[src/rtl/seg7_scan_bcd_driver_if.sv]
// seg7_scan_bcd_driver_if: scan strobe, value load and display pins of the 7-segment driver
interface seg7_scan_bcd_driver_if;
  logic CLKOUTseg;
  logic [13:0] value_in;
  logic load;
  logic busy;
  logic [3:0] an;
  logic [6:0] seg;
  logic dp;
  modport master (output CLKOUTseg, value_in, load, input busy, an, seg, dp);
  modport slave (input CLKOUTseg, value_in, load, output busy, an, seg, dp);
endinterface

[src/rtl/seg7_scan_bcd_driver.sv]
// seg7_scan_bcd_driver: 4-digit common-anode scan driver with sequential binary-to-BCD conversion
module seg7_scan_bcd_driver #(
  parameter logic BLANK_LZ = 1'b1,
  parameter int MAX_VAL = 9999
) (
  input logic clk,
  input logic reset,
  seg7_scan_bcd_driver_if.slave bus
);
  typedef enum logic [1:0] {IDLE, SHIFT, DONE} state_t;
  state_t state;
  logic clk_q, started, tick;
  logic [1:0] idx;
  logic [3:0] iter, cur, blank;
  logic [13:0] bin, sat;
  logic [15:0] bcd, adj, disp;
  function automatic logic [6:0] dec(input logic [3:0] d);
    case (d)
      4'd0: dec = 7'b1000000;
      4'd1: dec = 7'b1111001;
      4'd2: dec = 7'b0100100;
      4'd3: dec = 7'b0110000;
      4'd4: dec = 7'b0011001;
      4'd5: dec = 7'b0010010;
      4'd6: dec = 7'b0000010;
      4'd7: dec = 7'b1111000;
      4'd8: dec = 7'b0000000;
      4'd9: dec = 7'b0010000;
      default: dec = 7'b1111111;
    endcase
  endfunction
  always_comb begin
    tick = bus.CLKOUTseg & ~clk_q;
    sat = (bus.value_in > 14'(MAX_VAL)) ? 14'(MAX_VAL) : bus.value_in;
    cur = disp[{idx, 2'b00} +: 4];
    blank = BLANK_LZ ? {disp[15:12] == 4'd0,
                        disp[15:8] == 8'd0,
                        disp[15:4] == 12'd0,
                        1'b0} : 4'b0000;
    adj = bcd;
    for (int i = 0; i < 4; i++)
      adj[4*i +: 4] = (bcd[4*i +: 4] >= 4'd5) ? bcd[4*i +: 4] + 4'd3 : bcd[4*i +: 4];
  end
  // The first tick after reset only enables the scan so digit 0 is shown first.
  always_ff @(posedge clk) begin
    if (reset) begin
      state <= IDLE;
      clk_q <= 1'b1;
      started <= 1'b0;
      idx <= 2'd0;
      iter <= 4'd0;
      bin <= 14'd0;
      bcd <= 16'd0;
      disp <= 16'd0;
      busy_clr: bus.busy <= 1'b0;
      bus.an <= 4'b1111;
      bus.seg <= 7'b1111111;
      bus.dp <= 1'b1;
    end else begin
      clk_q <= bus.CLKOUTseg;
      if (tick) begin
        started <= 1'b1;
        if (started) idx <= idx + 2'd1;
      end
      bus.an <= started ? ~(4'b0001 << idx) : 4'b1111;
      bus.seg <= (started && !blank[idx]) ? dec(cur) : 7'b1111111;
      bus.dp <= 1'b1;
      case (state)
        IDLE: if (bus.load) begin
          bin <= sat;
          bcd <= 16'd0;
          iter <= 4'd0;
          bus.busy <= 1'b1;
          state <= SHIFT;
        end
        SHIFT: begin
          {bcd, bin} <= {adj, bin} << 1;
          iter <= iter + 4'd1;
          if (iter == 4'd13) state <= DONE;
        end
        DONE: begin
          disp <= bcd;
          bus.busy <= 1'b0;
          state <= IDLE;
        end
        default: state <= IDLE;
      endcase
    end
  end
endmodule
[src/flat_wrapper.sv]
// flat-port wrapper written by rule: the top's interface ports become plain ports
module seg7_scan_bcd_driver_flat 
#(
  parameter logic BLANK_LZ = 1'b1,
  parameter int MAX_VAL = 9999
)
  (clk, reset, bus_CLKOUTseg, bus_value_in, bus_load, bus_busy, bus_an, bus_seg, bus_dp);
  seg7_scan_bcd_driver_if bus_i ();
  input logic clk;
  input logic reset;
  input wire logic [$bits(bus_i.CLKOUTseg)-1:0] bus_CLKOUTseg;
  input wire logic [$bits(bus_i.value_in)-1:0] bus_value_in;
  input wire logic [$bits(bus_i.load)-1:0] bus_load;
  output wire logic [$bits(bus_i.busy)-1:0] bus_busy;
  output wire logic [$bits(bus_i.an)-1:0] bus_an;
  output wire logic [$bits(bus_i.seg)-1:0] bus_seg;
  output wire logic [$bits(bus_i.dp)-1:0] bus_dp;
  assign bus_i.CLKOUTseg = bus_CLKOUTseg;
  assign bus_i.value_in = bus_value_in;
  assign bus_i.load = bus_load;
  assign bus_busy = bus_i.busy;
  assign bus_an = bus_i.an;
  assign bus_seg = bus_i.seg;
  assign bus_dp = bus_i.dp;
  seg7_scan_bcd_driver #(.BLANK_LZ(BLANK_LZ), .MAX_VAL(MAX_VAL)) u_core (.clk(clk), .reset(reset), .bus(bus_i));
endmodule
[config.mk]
export PLATFORM = sky130hd
export DESIGN_NAME = seg7_scan_bcd_driver_flat
export DESIGN_NICKNAME = d
export VERILOG_FILES = /design/src/rtl/seg7_scan_bcd_driver_if.sv /design/src/rtl/seg7_scan_bcd_driver.sv /design/src/flat_wrapper.sv
export SDC_FILE = /design/constraint.sdc
export NUM_CORES = 1
export LEC_CHECK = 0
export BUFFER_PORTS_ARGS = -buffer_cell sky130_fd_sc_hd__buf_2
export CAP_MARGIN = 0
export CORE_MARGIN = 8
export CORE_UTILIZATION = 58
export DETAILED_ROUTE_END_ITERATION = 6
export PLACE_DENSITY_LB_ADDON = 0.15
export SLEW_MARGIN = 20
export SYNTH_ARGS = -nofsm -noshare
export SYNTH_HDL_FRONTEND = slang
export SYNTH_SLANG_ARGS = --single-unit
[constraint.sdc]
create_clock -name clk -period 2.5 [get_ports clk]
set_input_delay 0.25 -clock clk [delete_from_list [all_inputs] [get_ports clk]]
set_output_delay 0.25 -clock clk [all_outputs]
set_load 0.03 [all_outputs]
==> flow_summary_export.csv <==
group,metric,value,unit
logic_synthesis,synth_cell_type_count,45,
clock_network,hold_buffers,0,
final_layout,antennaDiodeCount,0,
logic_synthesis,ys_seq_area_frac,0.431,
sta,fmax,0.481,GHz
place,hpwl,4490,um
logic_synthesis,syn_avg_cell_area,8.50,um^2
routing,route.vias.total,2632,
pwr,clockPowerShare,0.386,
global_route,grt_pass1_vias,2543,
place,gp_congestion,0.818,
final_layout,drive_gt1_frac,0.152,
global_route,grt_max_degree,59,
clock_network,clk_latency,0.34,ns
final_layout,areaGrowthSynthToFinish,11.5,%
routing,drt-pass1-iter-count,6,
clock_network,h-tree-depth,3,
place,place_area,3350,um^2
sta,maxSlewViolCount,0,
global_route,grt_overflow,0,
final_layout,fin_util,0.656,
hold_path,hp-class,"in -> reg",
routing,drt-initial-drc-count,145,
worst_setup_path,worstSetupEndpointType,"register",
logic_synthesis,syn-num-nets,409,
job,drv_cap,0,
worst_setup_path,ff2ff_setup_slack,0.42,ns
sta,hold_violations,0,
pwr,power_density,598,nW/um^2
logic_synthesis,synth-edff-count,0,
pwr,finalPower,2.11,mW
die,pin_count,31,
clock_network,cts_setup_buffers,0,
logic_synthesis,ys.flop_type,"dfxtp_1",
clock_network,clock_sinks,68,
sta,slew_headroom,0.611,
clock_network,root_buffer,"clkbuf_8",
final_layout,instances_no_fill,473,
logic_synthesis,yosysMostFrequentCell,"dfxtp_1",
die,rows,27,
sta,hold_ws,0.101,ns
outcome,outcome,"completed",
logic_synthesis,async_flop_share,0,
routing,route.detailed.drc,0,
worst_setup_path,start_kind,"register",
global_route,grt_pass1_wl,11300,um
logic_synthesis,synth_top_area_share,0.431,
sta,setup_ws,0.420,ns
die,core_area,5370,um^2
die,fp.dieW,89.8,um
logic_synthesis,synth_top_area_cell,"dfxtp_1",
worst_setup_path,path_max_fanout,9,
logic_synthesis,yosys-top-cells-area,"dfxtp_1 43%, ha_1 7.5%, nand2_1 6.4%, a21oi_1 5.2%, nor2_1 5.2%",
clock_network,cts_buffers,9,
logic_synthesis,synthesis.area,3160,um^2
place,post-place-ws,0.499,ns
die,die_area,8070,um^2
sta,finalCriticalPeriod,2.08,ns
pwr,power_leakage,1.31,nW
worst_setup_path,crit_path_start,"u_core.idx[0]",
sta,min_period_over_period,0.832,
logic_synthesis,synthesis.instances,372,
logic_synthesis,ys_ff_latch,68,
pwr,pwr-share-seq,0.537,
pwr,switching_share,0.243,
clock_network,cts_buffer_depth,2,
final_layout,finalInstanceArea,3530,um^2
sta,rsz0062_at_grt,"false",
routing,routedWlPerCell,13.8,um
die,fp.dieH,89.8,um
sta,tightest_slew,0.583,ns
clock_network,cts_tree,"done",
global_route,antenna_found_initial,0,
clock_network,ctsResizeCount,0,
routing,drt-total-wl,6510,um
die,start_util,0.589,
routing,viasPerCell,5.56,
final_layout,fin_nets,435,
pwr,p_int,1.60,mW
clock_network,clk_pin_slew,0.07,ns
pwr,ir_worst_vdd,0.371,mV
place,place_inst,459,
hold_path,hold_start,"bus_CLKOUTseg",
sta,setup_tns,0,ns
place,port_buffers,29,
sta,setup_viol,0,
worst_setup_path,cp.arrival,2.30,ns
routing,ant_nets,0,
worst_setup_path,r2r_start,"u_core.idx[0]",
sta,clock_skew,0.00580,ns
worst_setup_path,path_class,"reg -> reg",
worst_setup_path,crit_required,2.72,ns
pwr,comb_power_share,0.078,
pwr,switchingPower,0.512,mW
logic_synthesis,ys_top_cells_by_count,"68 x dfxtp_1, 54 x nand2_1, 44 x nor2_1, 33 x a21oi_1, 19 x ha_1",
logic_synthesis,yosysWarnings,0,
global_route,grt_usage,0.166,
[state kept, by name, indices dropped and copies added (netlist names)]
signal           flops
u_core.bcd          16
u_core.disp         16
u_core.bin          14
u_core.bus.seg       7
u_core.bus.an        4
u_core.iter          4
u_core.idx           2
u_core.state         2
u_core.bus.busy      1
u_core.clk_q         1
u_core.started       1
[cells by family (layout without fill, tap and decap cells)]
family,count (synthesis),count (layout),share of synthesized area
other,1,1,0.00119
DFF,68,68,0.431
buffers and inverters,38,67,0.0534
xor gates and xnor gates,9,9,0.0249
muxes,6,6,0.0364
AOI/OAI and AO/OA,77,77,0.158
adders and majority gates,19,19,0.0752
and+or+nand+nor,154,154,0.220
[placed cells by master, fill, tap and decap left out, types with 3 or more instances in the layout]
| cell type | n |
|---|---|
| a22oi_1 | 6 |
| a32oi_1 | 3 |
| o211ai_1 | 8 |
| nor2b_1 | 3 |
| buf_2 | 29 |
| nand2b_1 | 5 |
| xnor2_1 | 8 |
| o21ai_0 | 9 |
| nor3_1 | 15 |
| nor2_1 | 43 |
| nor4_1 | 10 |
| mux4_2 | 3 |
| a31oi_1 | 5 |
| a21oi_1 | 33 |
| a21o_1 | 3 |
| nand2_1 | 54 |
| clkbuf_8 | 12 |
| inv_1 | 16 |
| ha_1 | 19 |
| nand3_1 | 12 |
| dfxtp_1 | 68 |
| buf_4 | 6 |
[cell type report]
type	instances	area, um^2
Tap cell	72	90.1
Sequential cell	68	1360
Fill cell	467	1850
Clock buffer	12	165
Clock inverter	2	10.0
Timing Repair Buffer	35	190
Multi-Input combinational cell	266	1630
Inverter	18	75.1
[final timing paths]
path | cells after the start | endpoint
max | 6 | u_core.bus.seg[5]
min | 2 | u_core.clk_q
max reg2reg | 6 | u_core.bus.seg[5]
min reg2reg | 2 | u_core.bcd[0]
[layer usage]
| metal | vias to the layer above | global-route usage | share of wire |
|---|---|---|---|
| li1 | 1340 | - | - |
| met1 | 1215 | 0.191 | 0.45 |
| met2 | 60 | 0.271 | 0.48 |
| met3 | 17 | 0.0391 | 0.047 |
| met4 | 0 | 0.107 | 0.027 |
| met5 | - | 0 | 0 |
[worst max-delay path, stage by stage, from the launching register on]
cell	delay (ns)
dfxtp_1	0.56
mux4_1	0.70
inv_1	0.16
ha_1	0.20
nor2_1	0.05
nor4_1	0.21
nor2_1	0.09
[power groups by stage]
stage	clock [mW]	sequential (mW)	combinational (mW)
floorplan	0	1.16	0.105
global placement	0	1.16	0.162
detailed placement	0	1.16	0.165
CTS	0.827	1.13	0.165
global route	0.870	1.13	0.185
finish	0.814	1.13	0.164
Note: power is estimated with default switching activity, not from simulation.
